[src/rtl/stoch_bitstream_decoder.sv]
// Stochastic bitstream decoder: counts ones over a BITSTREAM-bit frame received as LANES-bit beats
// and scales the count to QUANT bits. Define SDEC_BIPOLAR_EN for bipolar two's-complement output.
module stoch_bitstream_decoder #(
    parameter int BITSTREAM = 64,
    parameter int QUANT     = 8,
    parameter int LANES     = 8
) (
    input  logic                       iClk,
    input  logic                       iRst,
    input  logic                       iValid,
    output logic                       oReady,
    input  logic [LANES-1:0]           iBits,
    output logic                       oValid,
    input  logic                       iReady,
    output logic [QUANT-1:0]           oData,
    output logic [$clog2(BITSTREAM):0] oCount
);

    localparam int LOG2B = $clog2(BITSTREAM);
    localparam int CW    = LOG2B + 1;
    localparam int BEATS = BITSTREAM / LANES;
    localparam int BW    = (BEATS > 1) ? $clog2(BEATS) : 1;
    localparam int PW    = $clog2(LANES) + 1;
    localparam logic [BW-1:0] LAST_BEAT = BW'(BEATS - 1);

    typedef enum logic {
        ACCUM = 1'b0,
        DONE  = 1'b1
    } state_t;

    state_t          r_state;
    state_t          w_state_nxt;
    logic [CW-1:0]   r_acc;
    logic [BW-1:0]   r_beat;
    logic [QUANT-1:0] r_data;
    logic [CW-1:0]   r_count;

    logic            w_accept;
    logic            w_last;
    logic [PW-1:0]   w_pop;
    logic [CW-1:0]   w_sum;
    logic [QUANT-1:0] w_scaled;

    function automatic logic [PW-1:0] popcount(input logic [LANES-1:0] bits);
        logic [PW-1:0] n;
        n = '0;
        for (int i = 0; i < LANES; i++) begin
            n = n + PW'(bits[i]);
        end
        return n;
    endfunction

`ifdef SDEC_BIPOLAR_EN
    localparam int SW = QUANT + LOG2B + 2;

    // s = 2*count - BITSTREAM, rescaled to QUANT-bit signed; only count == BITSTREAM overflows.
    function automatic logic [QUANT-1:0] scale_bipolar(input logic [CW-1:0] count);
        logic signed [SW-1:0] one;
        logic signed [SW-1:0] s;
        logic signed [SW-1:0] t;
        logic signed [SW-1:0] hi;
        logic signed [SW-1:0] lo;
        one = SW'(1);
        s   = $signed(SW'(count) << 1) - $signed(SW'(BITSTREAM));
        t   = (s <<< (QUANT - 1)) >>> LOG2B;
        hi  = (one <<< (QUANT - 1)) - one;
        lo  = -(one <<< (QUANT - 1));
        if (t > hi) begin
            t = hi;
        end else if (t < lo) begin
            t = lo;
        end
        return t[QUANT-1:0];
    endfunction
`else
    localparam int TW = QUANT + LOG2B + 1;

    // Truncating rescale; a full-ones frame lands exactly on 2^QUANT and saturates.
    function automatic logic [QUANT-1:0] scale_unipolar(input logic [CW-1:0] count);
        logic [TW-1:0] t;
        t = (TW'(count) << QUANT) >> LOG2B;
        if (|t[TW-1:QUANT]) begin
            return '1;
        end
        return t[QUANT-1:0];
    endfunction
`endif

    assign w_pop  = popcount(iBits);
    assign w_sum  = r_acc + CW'(w_pop);
    assign w_last = (r_beat == LAST_BEAT);

`ifdef SDEC_BIPOLAR_EN
    assign w_scaled = scale_bipolar(w_sum);
`else
    assign w_scaled = scale_unipolar(w_sum);
`endif

    // oReady is gated by iRst so upstream never sees a handshake while reset is held.
    always_comb begin
        w_state_nxt = r_state;
        oReady      = 1'b0;
        oValid      = 1'b0;
        w_accept    = 1'b0;
        case (r_state)
            ACCUM: begin
                oReady   = ~iRst;
                w_accept = iValid & ~iRst;
                if (w_accept && w_last) begin
                    w_state_nxt = DONE;
                end
            end
            DONE: begin
                oValid = 1'b1;
                if (iReady) begin
                    w_state_nxt = ACCUM;
                end
            end
            default: w_state_nxt = ACCUM;
        endcase
    end

    always_ff @(posedge iClk or posedge iRst) begin
        if (iRst) begin
            r_state <= ACCUM;
            r_acc   <= '0;
            r_beat  <= '0;
            r_data  <= '0;
            r_count <= '0;
        end else begin
            r_state <= w_state_nxt;
            if (w_accept) begin
                if (w_last) begin
                    r_acc   <= '0;
                    r_beat  <= '0;
                    r_count <= w_sum;
                    r_data  <= w_scaled;
                end else begin
                    r_acc  <= w_sum;
                    r_beat <= r_beat + 1'b1;
                end
            end
        end
    end

    assign oData  = r_data;
    assign oCount = r_count;

endmodule
[config.mk]
export PLATFORM = sky130hd
export DESIGN_NAME = stoch_bitstream_decoder
export DESIGN_NICKNAME = d
export VERILOG_FILES = /design/src/rtl/stoch_bitstream_decoder.sv
export SDC_FILE = /design/constraint.sdc
export NUM_CORES = 1
export LEC_CHECK = 0
export ABC_AREA = 1
export CORE_ASPECT_RATIO = 0.5
export CORE_MARGIN = 2
export CORE_UTILIZATION = 40
export DETAILED_ROUTE_END_ITERATION = 12
export DONT_BUFFER_PORTS = 1
export GPL_TIMING_DRIVEN = 0
export PLACE_DENSITY = 0.55
export SYNTH_ARGS = -nofsm -noshare
export SYNTH_HDL_FRONTEND = slang
export SYNTH_SLANG_ARGS = --single-unit
[constraint.sdc]
create_clock -name iClk -period 3.55 [get_ports iClk]
set_input_delay 0.5325 -clock iClk [delete_from_list [all_inputs] [get_ports iClk]]
set_output_delay 0.5325 -clock iClk [all_outputs]
set_load 0.02 [all_outputs]
# --- After elaboration in Yosys (flattened, before gate mapping) ---
# Index checks and enable logic that the tools add are counted.
word_totals:
  out_inout_bits: 17
  inputBits: 12
  mem_bits_rw: 0
  register_bits: 26
  memories: 0
  latchBits: 0
  mem_bits_ro: 0
classes:
  mux: 11
  n_mul: 0
  n_reduce_logical: 2
  n_eq_ne: 1
  magnitude_cmp: 0
  shifts: 0
  bitwise_logic: 3
  addsub: 9
  div_mod_pow: 0
ops:
  columns: ["op", "n"]
  rows:
  - ["$add 4x1->4", 4]
  - ["$mux 8", 2]
  - ["$add 7x4->7", 1]
  - ["$mux 7", 1]
  - ["$mux 1", 6]
  - ["$add 3x1->4", 1]
  - ["$add 2x1->3", 1]
  - ["$add 3x1->3 const B", 1]
  - ["$eq 3x3->1 const B", 1]
  - ["$mux 3", 1]
  - ["$add 1x1->2", 1]
  - ["$not 1->1", 2]
  - ["$pmux 1 s2", 1]
  - ["$reduce_and 2->1", 1]
  - ["$and 1x1->1", 1]
  - ["$logic_and 1x1->1", 1]

# --- Logic depth before layout (Yosys ltp) ---
depth:
  depth_word: 10
  depth_mapped: 13
  depth_no_buf: 13

# --- Least setup slack after synthesis ---
# OpenSTA, ideal clock, no wires.
synth_path:
  path_type: "input to register"
  from: "input iBits[0]"
  to: "register r_data[5] (netlist: oData[5])"
  setup_ns: 0.132
  path_stages: 12
  arrival_ns: 3.137
  required_time_ns: 3.418
  path_slack_ns: 0.281
  path_cell_list: "fa_1 inv_1 fa_1 fa_1 fa_1 inv_1 fa_1 nand2_1 nand2_1 nand3_1 nand3_1 nand3_1"
synth_between:
  elab_chain_cells: 10
synth_rtl:
  columns: ["item", "line_no", "source"]
  rows:
  - ["start: declaration", "12", "input logic [LANES-1:0] iBits,"]
  - ["$add 1x1->2 *", "48", "n = n + PW'(bits[i]);"]
  - ["$add 2x1->3 *", "48", null]
  - ["$add 3x1->4 *", "48", null]
  - ["$add 4x1->4 * (4 in series)", "48", null]
  - ["$add 7x4->7 *", "90", "assign w_sum = r_acc + CW'(w_pop);"]
  - ["$mux 1", "82", "if (|t[TW-1:QUANT]) begin"]
  - ["$mux 8 *", "85", "return t[QUANT-1:0];"]
  - ["end signal: assignment", "137", "r_data <= w_scaled;"]
  - ["end: declaration", "35", "logic [QUANT-1:0] r_data;"]
# Every way passes the cells marked *; elsewhere a longest branch is shown, timed or not.
# A chain may end at the register's enable or synchronous reset.

# --- Worst setup path in the final report ---
# Ends and elaborated chain as after synthesis.

==> impl_summary.md <==
Clock network
The clock insertion delay at the later pin of the skew report is 0.27 ns. The cell sitting at the root of the clock tree is a sky130_fd_sc_hd__clkbuf_8. The deepest clock path buffer count is 2. The number of buffers inserted during clock tree synthesis is 3. TritonCTS built the clock tree.

In this run, post-CTS repair resized a total of 0 instances. CTS saw 24 sinks. The number of hold buffers added after CTS was 0. The clock transition time at the flip-flop clock pins of the worst setup and hold paths is 0.09 ns.

In this run the number of H-tree levels came out at 1. The number of buffers added for setup after CTS is 0.

STA
Subtracting the final worst setup slack from the clock period gives 3.261 ns. Setup violations remaining at the end of the flow were counted as 0. The final count of hold timing violations is 0. The count of pins over their slew limit is 0. Dividing the final minimum period by the clock period gives 91.86%. At the pin with the least slew margin, the transition time is 0.9291 ns. Setup repair after global routing left no endpoint under its margin. Static timing analysis puts the maximum clock frequency at 306.7 MHz. The worst slew margin relative to its limit is 37.99%. The clock skew is 0.001792 ns.

Min path
The worst min-delay path startpoint is iReady. The tightest min-delay check is of the input pin to flop type.

Global route
For this run, the total global-route usage over all layers was measured as 15.24%. The leftover overflow at the end of global routing is 0. The wire length of the first global-routing pass is 4478 um.

Entering global routing, the biggest net connects 25 pins. The number of antenna violations at the first check in global routing is 0. The number of global-route vias before repair is 948.

Pwr
The static leakage is 0.0008330 uW. The portion of total power attributed to sequential cells is 42.5%. The total power divided by cell area is 900.1 nW/um^2. The maximum vdd drop is 0.3702 mV. The clock share of power is 18.5%.

Net switching is 42.24% of the power. The combinational share of power is 39.0%. The internal portion of the total power is 753.9 uW. The reported net switching power is 551.4 uW.

Synth
Counting instances in the post-synthesis netlist gives the leading cell types as 52 x sky130_fd_sc_hd__nand2_1, 24 x sky130_fd_sc_hd__dfrtp_1, 24 x sky130_fd_sc_hd__inv_1. The most used flip-flop cell after synthesis is sky130_fd_sc_hd__dfrtp_1. The mean instance size in the synthesized netlist is 8.800 um^2. The synthesized netlist net count is 176.

After synthesis, the cell types taking the most area are sky130_fd_sc_hd__dfrtp_1 45%, sky130_fd_sc_hd__nand2_1 15%, sky130_fd_sc_hd__fa_1 7.5%, sky130_fd_sc_hd__ha_1 7.5%, sky130_fd_sc_hd__inv_1 6.8%. Counting distinct cell types in the post-synthesis netlist gives 22. Of the synthesized area, sequential elements account for 45.20%. Of all flip-flops after synthesis, the portion carrying an async set or reset was 100.0%. The cell area that synthesis handed to floorplanning was 1329 um^2. Synthesis inferred 24 register bits. The Yosys step of the flow raised 0 warnings.

Summed over all instances, the cell type with the most area after synthesis is sky130_fd_sc_hd__dfrtp_1. Counting flops with a built-in enable in the synthesized netlist gives 0. After technology mapping, the gate count stands at 151. The top cell type by area accounts for 45.20% of the synthesized area. Among all cell types in the netlist, the one instantiated most often is sky130_fd_sc_hd__nand2_1.

Floorplan
The floorplan step defined a core boundary enclosing 3083 um^2. The initial core utilization is 43.10%. The number of top-level pins is 29. The vertical die dimension is 44.76 um. The die covers 3827 um^2.

After floorplanning, the core was divided into 14 placement rows. The x dimension of the die is 85.51 um.

Final layout
At the end of the flow, the number of nets in the layout was 181. At the end of the flow the core is filled with cells to 47.04%. The area added between synthesis and finish is 9.134%. Excluding fillers, the count of instances in the completed layout stands at 195. The post-route netlist has 7.742% of its cells at a drive strength greater than 1.

The antenna diode count is 0. The layout has 316 filler cells.

Drt
The final layout contains routed wiring with a total length of 2558 um. The remaining antenna violation count is 0. Dividing the detail-routed via count by the number of cells gives 4.872.

The post-detailed-route wirelength per cell is 13.12 um. The first detailed-routing pass ran for 4 iterations. Summing over every cut layer, the via total after detailed routing is 950. For this run, design rule violations remaining after detail routing come to 0. The iteration-0 DRC count of the detailed router is 37.

Worst setup path
The worst setup path is launched from an input pin. In this run the critical register-to-register path is launched from r_acc[0]. For the worst setup path, the data arrival time is 3.40 ns. The data required time at the worst endpoint is 3.69 ns. The critical path launch point is iBits[0]. STA classifies the critical path endpoint as a flop.

The critical setup path kind is input pin to flop. Of all nets on the critical path, the largest fanout is 7.

Run
The number of violations of the max-capacitance limit is 0.

Placement
After legalization and detailed placement, the total HPWL measured 1911 um. The global placer's final weighted congestion is 0.7594. The cell count after placement is 191. In this run the tool buffered the top-level ports with 0 buffer cells.

Outcome
The run finished with clean final reports.
==> sequential cells by signal (all words and copies together) (netlist names) <==
name and cells:
r_acc 7, r_beat 3, oCount 6, r_state 1
oData 7
==> power by group through the flow <==
stage	Clock (uW)	Combinational, uW	Sequential [uW]
floorplan	0	419	539
global placement	0	505	560
detailed placement	0	511	561
CTS	248	513	557
global route	257	602	572
finish	241	509	555
==> layer usage <==
layer  GRT usage [%]  part of all wire [%]
met1           20.30                    52
met2           24.53                    42
met3           5.119                   5.7
met4           3.810                  0.90
met5               0                     0
==> per-stage QoR <==
stage / TNS (ns) / setup WS, ns / instance area (um^2) / hold slack, ns / power (uW)
after CTS: 0 / 0.2684 / 1450 / 0.3397 / 1319
final: 0 / 0.2890 / 1450 / 0.3448 / 1305
after detailed placement: -0.03004 / -0.01933 / 1379 / 0.4727 / 1072
after floorplan: 0 / 0.2813 / 1329 / 0.4508 / 958.3
after global placement: 0 / 0.005791 / 1379 / 0.4655 / 1065
after global routing: 0 / 0.1662 / 1450 / 0.3594 / 1431
==> critical path, cell delays in order <==
cell                      delay [ns]
sky130_fd_sc_hd__fa_1           0.51
sky130_fd_sc_hd__inv_1          0.05
sky130_fd_sc_hd__fa_1           0.49
sky130_fd_sc_hd__fa_1           0.42
sky130_fd_sc_hd__fa_1           0.37
sky130_fd_sc_hd__inv_1          0.12
sky130_fd_sc_hd__fa_1           0.28
sky130_fd_sc_hd__nand2_1        0.10
sky130_fd_sc_hd__nand2_1        0.08
sky130_fd_sc_hd__nand3_1        0.08
sky130_fd_sc_hd__nand3_1        0.25
sky130_fd_sc_hd__nand3_1        0.12
==> final cells by class <==
class                   instances  area, um^2  share of cell area [%]
multi-input cells              99       614.3                   42.36
flip-flops and latches         24       600.6                   41.42
inverters                      25       93.84                   6.471
well taps                      40       50.05                   3.451
clock buffers                   3       41.29                   2.847
clock inverters                 1       30.03                   2.071
plain buffers                   3       20.02                   1.381
==> final timing paths <==
check | to | slack (ns) | depth (start not counted)
min in group asynchronous | r_acc[4] | 0.35 | 1
max | oData[5] | 0.29 | 12
max reg2reg | oData[5] | 0.69 | 11
max in group asynchronous | r_acc[3] | 2.63 | 1
min reg2reg | r_beat[0] | 0.48 | 1
min | r_state | 0.34 | 1
==> cell families after synthesis <==
kind of cell               after synthesis  synth area share [%]
AOI/OAI and AO/OA                        7                 3.296
xor gates and xnor gates                 2                 1.319
adders and majority gates               13                 15.07
buffers and inverters                   28                 8.568
DFF                                     24                 45.20
and+or+nand+nor                         77                 26.55
==> placed cells by master, fill, tap and decap left out, types with 2 or more instances in the layout <==
master / netlist / layout
sky130_fd_sc_hd__a22o_1: 2 / 2
sky130_fd_sc_hd__buf_4: 2 / 2
sky130_fd_sc_hd__clkbuf_8: 0 / 3
sky130_fd_sc_hd__dfrtp_1: 24 / 24
sky130_fd_sc_hd__fa_1: 5 / 5
sky130_fd_sc_hd__ha_1: 8 / 8
sky130_fd_sc_hd__inv_1: 24 / 24
sky130_fd_sc_hd__nand2_1: 52 / 52
sky130_fd_sc_hd__nand3_1: 17 / 17
sky130_fd_sc_hd__o21ai_0: 3 / 3
sky130_fd_sc_hd__xor2_1: 2 / 2
(Power assumes the default switching activity.)
